[src/rtl/db_pkg.sv]
// db_pkg: shared types and sizing helpers for the multiplexed debounce controller.
package db_pkg;
  typedef enum logic [1:0] {ZERO, WAIT1, ONE, WAIT0} db_state_t;
  localparam int EVT_CH_W = 4;
  typedef struct packed {
    logic [EVT_CH_W-1:0] ch;
    logic level;
  } db_evt_t;
  function automatic int ch_w(input int n);
    return (n > 1) ? $clog2(n) : 1;
  endfunction
endpackage

[src/rtl/db_event_fifo.sv]
// db_event_fifo: show-ahead FIFO of debounce events; a push into a full FIFO is taken only alongside a pop.
module db_event_fifo
  import db_pkg::*;
#(
  parameter int DEPTH = 4
) (
  input  logic    clk,
  input  logic    reset,
  input  logic    push,
  input  logic    pop,
  input  db_evt_t din,
  output db_evt_t dout,
  output logic    full,
  output logic    empty
);
  localparam int AW = $clog2(DEPTH);
  db_evt_t mem [DEPTH];
  logic [AW-1:0] wr, rd;
  logic [AW:0] n;
  logic do_push, do_pop;
  assign empty = n == '0;
  assign full = n == (AW+1)'(DEPTH);
  assign do_pop = pop && !empty;
  assign do_push = push && (!full || do_pop);
  assign dout = empty ? '0 : mem[rd];
  always_ff @(posedge clk or posedge reset)
    if (reset) begin
      wr <= '0;
      rd <= '0;
      n <= '0;
    end else begin
      wr <= wr + AW'(do_push);
      rd <= rd + AW'(do_pop);
      n <= n + (AW+1)'(do_push) - (AW+1)'(do_pop);
    end
  always_ff @(posedge clk)
    if (do_push) mem[wr] <= din;
endmodule

[src/rtl/multi_debounce_ctrl.sv]
// multi_debounce_ctrl: scanned early-debounce of N_CH switches with one shared engine and tick counter.
// Define DB_EVENT_FIFO_EN to build the evt_* stream; otherwise those outputs are tied to 0.
module multi_debounce_ctrl
  import db_pkg::*;
#(
  parameter int N_CH = 4,
  parameter int TICK_M = 1_000_000,
  parameter int STABLE_TICKS = 3,
  parameter int EVT_DEPTH = 4
) (
  input  logic                    clk,
  input  logic                    reset,
  input  logic [N_CH-1:0]         sw,
  output logic [N_CH-1:0]         db,
  output logic                    evt_valid,
  input  logic                    evt_ready,
  output logic [ch_w(N_CH)-1:0]   evt_ch,
  output logic                    evt_level,
  output logic                    evt_ovf
);
  localparam int CW = ch_w(N_CH);
  localparam int TW = (TICK_M > 1) ? $clog2(TICK_M) : 1;
  if (N_CH < 1 || N_CH > 16 || N_CH > TICK_M || STABLE_TICKS < 1 || STABLE_TICKS > 7 ||
      EVT_DEPTH < 2 || (EVT_DEPTH & (EVT_DEPTH - 1)) != 0) begin : g_bad_params
    $error("multi_debounce_ctrl: illegal parameter set");
  end
  logic [N_CH-1:0] s1, ss, pend;
  logic [TW-1:0] count;
  logic [CW-1:0] ptr;
  logic tick;
  db_state_t st [N_CH];
  logic [2:0] cnt [N_CH];
  db_state_t cur, nst;
  logic [2:0] ncnt;
  logic s, push, lvl;
  assign tick = count == TW'(TICK_M - 1);
  always_ff @(posedge clk or posedge reset)
    if (reset) begin
      s1 <= '0;
      ss <= '0;
      count <= '0;
      ptr <= '0;
    end else begin
      s1 <= sw;
      ss <= s1;
      count <= tick ? '0 : count + 1'b1;
      ptr <= (ptr == CW'(N_CH - 1)) ? '0 : ptr + 1'b1;
    end
  // Wait states swallow ss; only a completed tick count decides where the channel settles.
  always_comb begin
    cur = st[ptr];
    s = ss[ptr];
    nst = cur;
    ncnt = cnt[ptr];
    push = 1'b0;
    lvl = s;
    case (cur)
      ZERO: if (s) begin
        nst = WAIT1;
        ncnt = '0;
        push = 1'b1;
      end
      ONE: if (!s) begin
        nst = WAIT0;
        ncnt = '0;
        push = 1'b1;
      end
      default: if (pend[ptr]) begin
        ncnt = cnt[ptr] + 3'd1;
        nst = (ncnt == 3'(STABLE_TICKS)) ? (s ? ONE : ZERO) : cur;
        push = (ncnt == 3'(STABLE_TICKS)) && (s != (cur == WAIT1));
      end
    endcase
  end
  // A tick landing on the serviced channel wins over its clear, so it is never lost.
  always_ff @(posedge clk or posedge reset)
    if (reset) begin
      pend <= '0;
      db <= '0;
      for (int i = 0; i < N_CH; i++) begin
        st[i] <= ZERO;
        cnt[i] <= '0;
      end
    end else begin
      if (tick) pend <= '1;
      else pend[ptr] <= 1'b0;
      st[ptr] <= nst;
      cnt[ptr] <= ncnt;
      db[ptr] <= (nst == WAIT1) || (nst == ONE);
    end
`ifdef DB_EVENT_FIFO_EN
  db_evt_t evt_in, head;
  logic full, empty, pop;
  assign evt_in = '{ch: EVT_CH_W'(ptr), level: lvl};
  assign pop = evt_ready && !empty;
  db_event_fifo #(.DEPTH(EVT_DEPTH)) u_fifo (
    .clk(clk),
    .reset(reset),
    .push(push),
    .pop(pop),
    .din(evt_in),
    .dout(head),
    .full(full),
    .empty(empty)
  );
  assign evt_valid = !empty;
  assign evt_ch = CW'(head.ch);
  assign evt_level = head.level;
  always_ff @(posedge clk or posedge reset)
    if (reset) evt_ovf <= 1'b0;
    else if (push && full && !pop) evt_ovf <= 1'b1;
`else
  logic unused_evt;
  assign unused_evt = ^{evt_ready, push, lvl};
  assign evt_valid = 1'b0;
  assign evt_ch = '0;
  assign evt_level = 1'b0;
  assign evt_ovf = 1'b0;
`endif
endmodule

[config.mk]
export PLATFORM = sky130hd
export DESIGN_NAME = multi_debounce_ctrl
export DESIGN_NICKNAME = d
export VERILOG_FILES = /design/src/rtl/db_pkg.sv /design/src/rtl/db_event_fifo.sv /design/src/rtl/multi_debounce_ctrl.sv
export SDC_FILE = /design/constraint.sdc
export NUM_CORES = 1
export LEC_CHECK = 0
export BUFFER_PORTS_ARGS = -buffer_cell sky130_fd_sc_hd__buf_2
export CORE_MARGIN = 3
export CORE_UTILIZATION = 64
export DETAILED_ROUTE_END_ITERATION = 10
export MAX_ROUTING_LAYER = met4
export PLACE_DENSITY = 0.92
export SETUP_SLACK_MARGIN = 0.02
export SYNTH_ARGS = -nofsm -noshare
export SYNTH_HDL_FRONTEND = slang
export SYNTH_HIERARCHICAL = 1
export SYNTH_SLANG_ARGS = --single-unit
[constraint.sdc]
create_clock -name clk -period 6.4 [get_ports clk]
set_input_delay 0.32 -clock clk [delete_from_list [all_inputs] [get_ports clk]]
set_output_delay 0.32 -clock clk [all_outputs]
set_load 0.02 [all_outputs]
After elaboration in Yosys (flattened, before gate mapping)
Index checks and enable logic that the tools add are counted.
{"block": "op_classes", "add_sub_neg": 3, "magnitude_cmp": 4, "eq_ne": 6, "n_mux": 32, "bitwise": 3, "reduce_logical": 4}
{"cell": "adder 20 x 1 -> 20 bit, second input constant", "count": 1}
{"cell": "equality test 20 bit, second input constant", "count": 1}
{"cell": "two-way mux 20 bit", "count": 1}
{"cell": "two-way mux 2 bit", "count": 9}
{"cell": "two-way mux 3 bit", "count": 6}
{"cell": "bitwise mux 12 bit", "count": 1}
{"cell": "bitwise mux 8 bit", "count": 1}
{"cell": "binary-select mux 3 bit (select 2 bit)", "count": 1}
{"cell": "demux 3 bit (select 2 bit)", "count": 1}
{"cell": "equality test 2 bit, second input constant", "count": 3}
{"cell": "case mux 3 bit (2 select lines)", "count": 1}
{"cell": "AND 4 bit", "count": 1}
{"cell": "binary-select mux 1 bit (select 2 bit)", "count": 2}
{"cell": "binary-select mux 2 bit (select 2 bit)", "count": 1}
{"cell": "bitwise mux 4 bit", "count": 1}
{"cell": "demux 2 bit (select 2 bit)", "count": 1}
{"cell": "two-way mux 4 bit", "count": 1}
{"cell": "NOT 4 bit", "count": 1}
{"cell": "case mux 2 bit (2 select lines)", "count": 1}
{"cell": "adder 3 x 1 -> 3 bit, second input constant", "count": 1}
{"cell": "equality test 3 x 2 -> 1 bit, second input constant", "count": 1}
{"cell": ">= comparator 3 bit, second input constant", "count": 1}
{"cell": "< comparator 2 x 3 -> 1 bit, second input constant", "count": 1}
{"cell": "< comparator 3 x 1 -> 1 bit, second input constant", "count": 1}
{"cell": "9 further kinds", "count": 12}
{"block": "totals", "regBits": 58, "inputBits": 7, "output_inout_bits": 9, "wordCells": 66}

Longest topological paths before layout
Gate-level depths: netlist of the first run.
{"block": "depth", "depth_word": 12, "depth_mapped": 8}

Least setup slack after synthesis of the first run
OpenSTA, ideal clock, no wires.
{"block": "synth_path", "kind": "reg2reg", "from": "register ptr[0]", "to": "register st[6] (netlist name)", "setup_ns": 0.125, "t_arrival_ns": 2.116, "required_time_ns": 6.275, "setup_slack_ns": 4.159, "path_stages_with_launch": 8, "path_buffers": 1, "path_cell_list": "dfrtp_1 buf_6 mux4_2 ha_1 xnor2_1 o22ai_1 a22oi_2 mux2_2"}
{"block": "synth_between", "elab_chain_len": 10, "elab_cells_between_ends": 26}
{"element": "start, declared", "line": "multi_debounce_ctrl.sv:29", "text": "logic [CW-1:0] ptr;"}
{"element": "start signal, assigned", "line": "multi_debounce_ctrl.sv:47", "text": "ptr <= (ptr == CW'(N_CH - 1)) ? '0 : ptr + 1'b1;"}
{"element": "NOT 2 -> 3 bit (not written as such)", "line": "multi_debounce_ctrl.sv:51, multi_debounce_ctrl.sv:69, multi_debounce_ctrl.sv:87"}
{"element": "binary-select mux 3 bit (select 2 bit)", "line": "multi_debounce_ctrl.sv:69", "text": "ncnt = cnt[ptr] + 3'd1;"}
{"element": "two-way mux 3 bit (not written as such) (2 in a row)", "line": "multi_debounce_ctrl.sv:69"}
{"element": "adder 3 x 1 -> 3 bit", "line": "multi_debounce_ctrl.sv:69"}
{"element": "equality test 3 x 2 -> 1 bit"}
{"element": "two-way mux 2 bit", "line": "multi_debounce_ctrl.sv:70", "text": "nst = (ncnt == 3'(STABLE_TICKS)) ? (s ? ONE : ZERO) : cur;"}
{"element": "two-way mux 2 bit", "line": "multi_debounce_ctrl.sv:68", "text": "default: if (pend[ptr]) begin"}
{"element": "case mux 2 bit (2 select lines)", "line": "multi_debounce_ctrl.sv:57", "text": "case (cur)"}
{"element": "bitwise mux 8 bit (*)", "line": "multi_debounce_ctrl.sv:87", "text": "st[ptr] <= nst;"}
{"element": "end signal, assigned by index", "line": "multi_debounce_ctrl.sv:87"}
{"element": "end, declared", "line": "multi_debounce_ctrl.sv:31", "text": "db_state_t st [N_CH];"}
Every way passes the cells marked *; elsewhere a longest branch is shown, timed or not. The select of a mux whose other input is x is not followed.

Worst setup path in the final report of the first run
{"block": "layout_path", "from": "register ptr[0]", "to": "register db[3]"}
{"block": "layout_between", "elab_chain_len": 12, "elab_cells_between_ends": 30}
{"element": "NOT 2 -> 3 bit (not written as such)", "line": "multi_debounce_ctrl.sv:51, multi_debounce_ctrl.sv:69"}
{"element": "binary-select mux 3 bit (select 2 bit)", "line": "multi_debounce_ctrl.sv:69"}
{"element": "two-way mux 3 bit (not written as such) (2 in a row)", "line": "multi_debounce_ctrl.sv:69"}
{"element": "adder 3 x 1 -> 3 bit", "line": "multi_debounce_ctrl.sv:69"}
{"element": "equality test 3 x 2 -> 1 bit"}
{"element": "two-way mux 2 bit", "line": "multi_debounce_ctrl.sv:70"}
{"element": "two-way mux 2 bit", "line": "multi_debounce_ctrl.sv:68"}
{"element": "case mux 2 bit (2 select lines)", "line": "multi_debounce_ctrl.sv:57"}
{"element": "equality test 2 x 1 -> 1 bit or equality test 2 bit (tied branches)", "line": "multi_debounce_ctrl.sv:89", "text": "db[ptr] <= (nst == WAIT1) || (nst == ONE);"}
{"element": "logical OR 1 bit", "line": "multi_debounce_ctrl.sv:89"}
{"element": "bitwise mux 4 bit (*)", "line": "multi_debounce_ctrl.sv:89"}
{"element": "end signal, assigned by index", "line": "multi_debounce_ctrl.sv:89"}
{"element": "end, declared", "line": "multi_debounce_ctrl.sv:14", "text": "output logic [N_CH-1:0] db,"}
Marked as above.

==> results of run 1 <==
-- worst paths after layout --
check,startpoint,endpoint,slack (ps),cells after the start
setup / recovery,ptr[0]$_DFF_PP0_,db[3]$_DFFE_PP0P_,3740,6
hold / removal,sw[3],s1[3]$_DFF_PP0_,100,1
setup reg to reg,ptr[0]$_DFF_PP0_,db[3]$_DFFE_PP0P_,3740,6
hold reg to reg,s1[3]$_DFF_PP0_,ss[3]$_DFF_PP0_,350,0
max in group asynchronous,reset,cnt[6]$_DFFE_PP0P_,5740,3
min in group asynchronous,reset,s1[0]$_DFF_PP0_,170,3
-- per-layer routing --
layer  vias to the layer above  part of all wire  wire length (um)  global-route usage
met1                       859              0.40              2000               0.266
li1                        817                 -                 -                   -
met3                         7             0.039               195              0.0767
met2                        45              0.55              2730               0.403
met5                         -                 0                 0                   -
met4                         0             0.010                50              0.0689
-- cell usage in the layout, fill, tap and decap left out, types with 2 or more instances in the layout --
cell type | netlist | routed
o21ai_0 | 5 | 5
mux4_2 | 6 | 6
ha_1 | 7 | 7
clkbuf_8 | 0 | 11
dfrtp_1 | 58 | 58
buf_2 | 1 | 9
clkinv_2 | 0 | 3
mux2_2 | 5 | 5
nor2_1 | 30 | 30
nor4_1 | 3 | 3
nand2_1 | 10 | 10
a31oi_1 | 10 | 10
mux2_4 | 4 | 4
nand4_1 | 5 | 5
conb_1 | 1 | 5
a21oi_2 | 2 | 2
a21oi_1 | 8 | 8
nand3_1 | 10 | 10
and2_1 | 2 | 2
and4_1 | 2 | 2
nor3_1 | 4 | 4
xor2_1 | 6 | 6
inv_1 | 12 | 11
mux2i_1 | 5 | 5
xnor2_1 | 12 | 12
-- state kept, by name (all words and copies together), names as in the netlist --
signal,count
ptr,2
s1,4
pend,4
db,4
ss,4
cnt,12
st,8
count,20
-- final cells by class --
cell class / instances / area, um^2
clock buffers: 12 / 155
clock inverters: 3 / 15.0
fillers: 246 / 937
inverters: 12 / 45.0
multi-input cells: 153 / 1140
flip-flops and latches: 58 / 1450
well taps: 48 / 60.1
repair buffers: 10 / 52.6
-- through the flow --
stage | hold WS [ps] | util
floorplan | 331 | -
finish | 100 | 0.757
CTS | 78.1 | 0.757
global route | 73.5 | 0.757
detailed placement | 335 | 0.713
global placement | 332 | 0.713
-- logic make-up after synthesis --
logic type	count (synthesis)	synth area share
AO/OA/AOI/OAI	30	0.0725
XOR/XNOR	19	0.0688
adder cells (fa/ha/maj)	7	0.0325
buffers and inverters	24	0.0437
flip-flops	58	0.539
multiplexers	20	0.112
other	1	0.00139
AND/OR/NAND/NOR	72	0.130
-- critical path, cell delays in order (launching register included) --
cell and delay [ps]:
dfrtp_1 680, mux4_2 630, ha_1 270, xnor2_1 140, o22ai_1 360, a31oi_1 260
a31oi_1 240
-- power breakdown --
part | total, uW | internal, uW | switching, uW
sequential | 370 | 369 | 0.745
combinational | 13.6 | 2.87 | 10.8
clock | 287 | 157 | 129
==> results.md, run 1 <==
- Chip Width: 70.8 um
- Synth top area cells: dfrtp_1, mux4_2, nor2_1
- PD cells: around 230 nW/um^2
- Nets: ~260
- Antenna violations before repair: 0
- Final worst-path cycle share: 0.415
- Worst skew pair latency: between 300 and 400 ps
- Final total power: around 670 uW
- Cell total after placement: between 200 and 300
- Post-route DRC: 0
- Mapped cell area: ~2700 um^2
- Via count: 1,728
- Post-synth EDFFs: 0
- Count leader, synth: dfrtp_1
- HP Class: input port to flop
- Ys Warns: 6
- Outcome: completed
- Number of clock sinks: 58
- Synth area leader: dfrtp_1
- MaxCap Viol Count: 0
- Total gr overflow: 0
- Diode count: 0
- Area grow syn2layout: 8.37%
- CP Capture Type: flop
- Critical path class: flop to flop
- Die area: ~5000 um^2
- Critical Path RT: about 6600 ps
- Netlist cell types: 38
- Setup_tns: 0 ps
- Final hold violations: 0
- Worst slew margin: 0.531
- Non-Filler Instances: 296
- Pleak: roughly 0.0013 uW
- Critical path arrival: 2900 ps
- Peak VDD IR: 0.000203 V
- WL final: 4980 um
- Slew Limit Fails: 0
- Largest net degree at the start of global routing: between 50 and 60
- Async SR Flop Fraction: 1.00
- Drt pass-1 iters: 5
- IO Pins: 16
- CTS tree: built
- Post-CTS setup buffer count: 0
- Sequential share of the synthesized area: 0.539
- Slew @ Worst Pin: between 700 and 800 ps
- DP Worst Slack: approximately 3700 ps
- CP max FO: 11
- Port Buf Inserts: 9
- H-tree depth: 3
- Antenna Nets Post-Route: 0
- Fin Clk Skew: 7.50 ps
- Number of synthesized register bits: 58
- Layout cells sized above 1: 0.190
- First-pass GRT wire length: roughly 9000 um
- Clock transition at path regs: about 60 ps
- Final setup vio count: 0
- Initial core utilization: 0.698
- Post-CTS sizing: 0
- Design area: roughly 2900 um^2
- CTS buffer count: 9
- Max Fclk: 0.377 GHz
- Most common flop cell mapped by yosys: dfrtp_1
- DR WL/cell: roughly 17 um
- Core Footprint: just under 4000 um^2
- Final min period: 2660 ps
- Number of global-route vias before repair: 1,849
- Area share of the leading cell type in the synthesized netlist: 0.539
- Vias per cell: about 5.8
- Placed cell areas: between 2000 and 3000 um^2
- Most frequent cells after synthesis: dfrtp_1, nor2_1, inv_1, xnor2_1
- Clk buf depth: 2
- RD Place Congestion: 0.857
- Total track usage: 0.236
- 1st-iter DRT viols: 91
- Worst Setup Start Kind: flop
- Core Rows: 22
- Root buf cell: clkbuf_8
- Post-CTS Hold Fix Bufs: 0
- HPWL after DPL: ~3100 um
- Setup ws final: between 3000 and 4000 ps
- Post-Synthesis Cells: between 200 and 250
- RSZ-0062 raised after global routing: no
- Synthesized area per cell: ~12 um^2
- Die H: ~70 um
Power figures use the tool's default switching activity.
==> run 2, diff against run 1 <==
--- a/config.mk
+++ b/config.mk
@@ -7,10 +7,10 @@
 export LEC_CHECK = 0
 export BUFFER_PORTS_ARGS = -buffer_cell sky130_fd_sc_hd__buf_2
 export CORE_MARGIN = 3
-export CORE_UTILIZATION = 64
+export CORE_UTILIZATION = 60
 export DETAILED_ROUTE_END_ITERATION = 10
 export MAX_ROUTING_LAYER = met4
-export PLACE_DENSITY = 0.92
+export PLACE_DENSITY = 0.88
 export SETUP_SLACK_MARGIN = 0.02
 export SYNTH_ARGS = -nofsm -noshare
 export SYNTH_HDL_FRONTEND = slang
==> constraint.sdc (replaced) <==
create_clock -name clk -period 2.7 [get_ports clk]
set_input_delay 0.135 -clock clk [delete_from_list [all_inputs] [get_ports clk]]
set_output_delay 0.135 -clock clk [all_outputs]
set_load 0.02 [all_outputs]
==> run 2 against run 1 <==
  * The run now ends with negative hold slack left
  * Non-clock buffer count rose by 7
  * Clock-buffer cell count stayed put
  * Final cell count grew 3.0%
  * Maximum frequency grew 14%
  * Routed wire length grew 1.9%
  * Final area up 2.2%
  * Critical path type unchanged
  * Largest power group unchanged
  * Highest routed layer unchanged
==> results.md, run 2 (synthesized netlist as in run 1, its figures left out) <==
- PD cells: 539 nW/um^2 (+130%)
- CTS buffer count: 9 (unchanged)
- Critical path class: flop to flop
- Failing checks: negative hold slack
- Core Footprint: 4170 um^2 (+8.3%)
- Design area: 2980 um^2 (+2.2%)
- Worst skew pair latency: 340 ps (+20 ps)
- Slew Limit Fails: 0 (unchanged)
- Setup_tns: 0 ps (unchanged)
- Crit-path cells: buf_4 > mux4_2 > ha_1 > xnor2_1 > o22ai_1 > nand3_1 > a31oi_1
- Critical path arrival: 2570 ps (-330 ps)
- Slew @ Worst Pin: 695 ps (-9.13 ps)
- Max reg flops: 20 (unchanged)
- DP Worst Slack: 377 ps (-3360 ps)
- Chip Width: 73.0 um (+3.0%)
- HPWL after DPL: 3450 um (+9.7%)
- Final min period: 2320 ps (-335 ps)
- Final hold violations: 4 (+4)
- Worst R2R Setup Slack: 380 ps (-3360 ps)
- Flip-flop and latch area: 1450 um^2 (unchanged)
- Antenna Nets Post-Route: 0 (unchanged)
- Area occupied by multi-input gates: 1140 um^2 (unchanged)
- Max incr delay on CP: 390 ps (-290 ps)
- Drt pass-1 iters: 4 (-1)
- 1st-iter DRT viols: 100 (+9.9%)
- Die H: 73.0 um (+3.0%)
- Die area: 5330 um^2 (+6.1%)
- IO Pins: 16 (unchanged)
- Commonest non-fill, non-tap cells in the layout: dfrtp_1, nor2_1, xnor2_1
- Post-route DRC: 0 (unchanged)
- Fin Clk Skew: 11.1 ps (+3.62 ps)
- Peak VDD IR: 0.000337 V (+66%)
- HP Class: input port to async pin
- Antenna violations before repair: 0 (unchanged)
- CTS tree: built
- DR WL/cell: 16.6 um (-1.1%)
- Most common cell after layout, fill and taps aside: dfrtp_1
- H-tree depth: 3 (unchanged)
- Initial core utilization: 0.645 (-0.0534)
- Top Registers: count: 20 flops, cnt: 12 flops, st: 8 flops
- Number of clock sinks: 58 (unchanged)
- Final worst-path cycle share: 0.860 (+0.445)
- Fillers: 276 (+12%)
- Clk buf depth: 2 (unchanged)
- Slowest cell on crit path: dfrtp_1
- Nets: 265 (+2.7%)
- RD Place Congestion: 0.835 (-2.6%)
- Worst slew margin: 0.537 (+0.00609)
- Top reg by flops: count
- Worst Setup Start Kind: flop
- Placed cell areas: 2770 um^2 (+0.91%)
- Non-Filler Instances: 305 (+3.0%)
- FF-to-FF End: st[5]$_DFFE_PP0P_
- Outcome: finished, violations left
- CP max FO: 7 (-4)
- MaxCap Viol Count: 0 (unchanged)
- Setup ws final: 379 ps (-3360 ps)
- Number of global-route vias before repair: 1,805 (-2.4%)
- Pleak: 0.00135 uW (+2.4%)
- Largest net degree at the start of global routing: 59 (unchanged)
- Diode count: 0 (unchanged)
- Max Fclk: 0.431 GHz (+14%)
- Layout cells sized above 1: 0.196 (+0.00656)
- Root buf cell: clkbuf_8
- WL final: 5080 um (+1.9%)
- Total gr overflow: 0 (unchanged)
- Total track usage: 0.226 (-0.0108)
- Final core utilization: 0.715 (-0.0423)
- Hold Slack: -4.83 ps (-105 ps)
- Core Rows: 23 (+4.5%)
- Reg-to-Reg Start: ptr[1]$_DFF_PP0_
- RSZ-0062 raised after global routing: no
- Via count: 1,777 (+2.8%)
- Area grow syn2layout: 10.8%
- Port Buf Inserts: 9 (unchanged)
- Final setup vio count: 0 (unchanged)
- CP Capture Type: flop
- Worst Reg-to-Reg Cells: 7 (+1)
- First-pass GRT wire length: 8630 um (-1.7%)
- Cell total after placement: 286 (+1.8%)
- Clock transition at path regs: 70 ps (about the same)
- Vias per cell: 5.83 (-0.20%)
- Critical Path RT: 2950 ps (-3690 ps)
## run 2: changes by cell type in the layout (fill, tap and decap cells not counted), sizes merged
cell,delta
dlygate4sd3,+4
buf,+3
## run 2: through the flow
step	power [uW]	hold WS (ps)
after floorplan	922	166
after global routing	1670	60.8
after global placement	926	244
after detailed placement	927	244
after CTS	1620	12.7
final	1610	-4.83
## run 2: final cells by class
class,count,area share
clock inverter,3,0.00504
multi-input combinational,153,0.381
sequential,58,0.487
inverter,12,0.0151
timing repair buffer,17,0.0386
clock buffer,12,0.0520
tap,50,0.0210
## run 2: critical path, delay by kind of cell (launching register included)
family	cells	cell delay, ps
buffers and inverters	1	190
adder cells (fa/ha/maj)	1	280
flip-flops	1	390
AO/OA/AOI/OAI	2	620
XOR/XNOR	1	140
multiplexers	1	360
AND/OR/NAND/NOR	1	250
## run 2: how the worst max path moves through the flow
| stage | endpoint | start | cells after the start |
|---|---|---|---|
| global placement | st[2]$_DFFE_PP0P_ | ptr[1]$_DFF_PP0_ | 7 |
| CTS | st[5]$_DFFE_PP0P_ | ptr[1]$_DFF_PP0_ | 7 |
| finish | st[5]$_DFFE_PP0P_ | ptr[1]$_DFF_PP0_ | 7 |
| global route | st[5]$_DFFE_PP0P_ | ptr[0]$_DFF_PP0_ | 8 |
| floorplan | st[6]$_DFFE_PP0P_ | ptr[0]$_DFF_PP0_ | 7 |
| detailed placement | st[5]$_DFFE_PP0P_ | ptr[1]$_DFF_PP0_ | 7 |
## run 2: metal layers
layer | vias to the layer above | wire, um | track usage
met4 | 0 | 95 | 0.0922
li1 | 833 | - | -
met2 | 38 | 2570 | 0.333
met3 | 13 | 236 | 0.0882
met1 | 893 | 2170 | 0.280
met5 | - | 0 | -
## run 2: power by group
group / total [uW] / internal [uW] / leakage (uW) / switching, uW
clock network: 692 / 373 / 0.0000920 / 319
logic: 37.3 / 10.6 / 0.000525 / 26.7
registers: 877 / 875 / 0.000732 / 1.73
total: 1610 / 1260 / 0.00135 / 347
## run 2: timing repair
item | in CTS | in global routing
hold endpoints to repair | 4 | 0
buffers inserted | 0 | 0
hold buffers | 4 | 0
resized for setup | 0 | 0
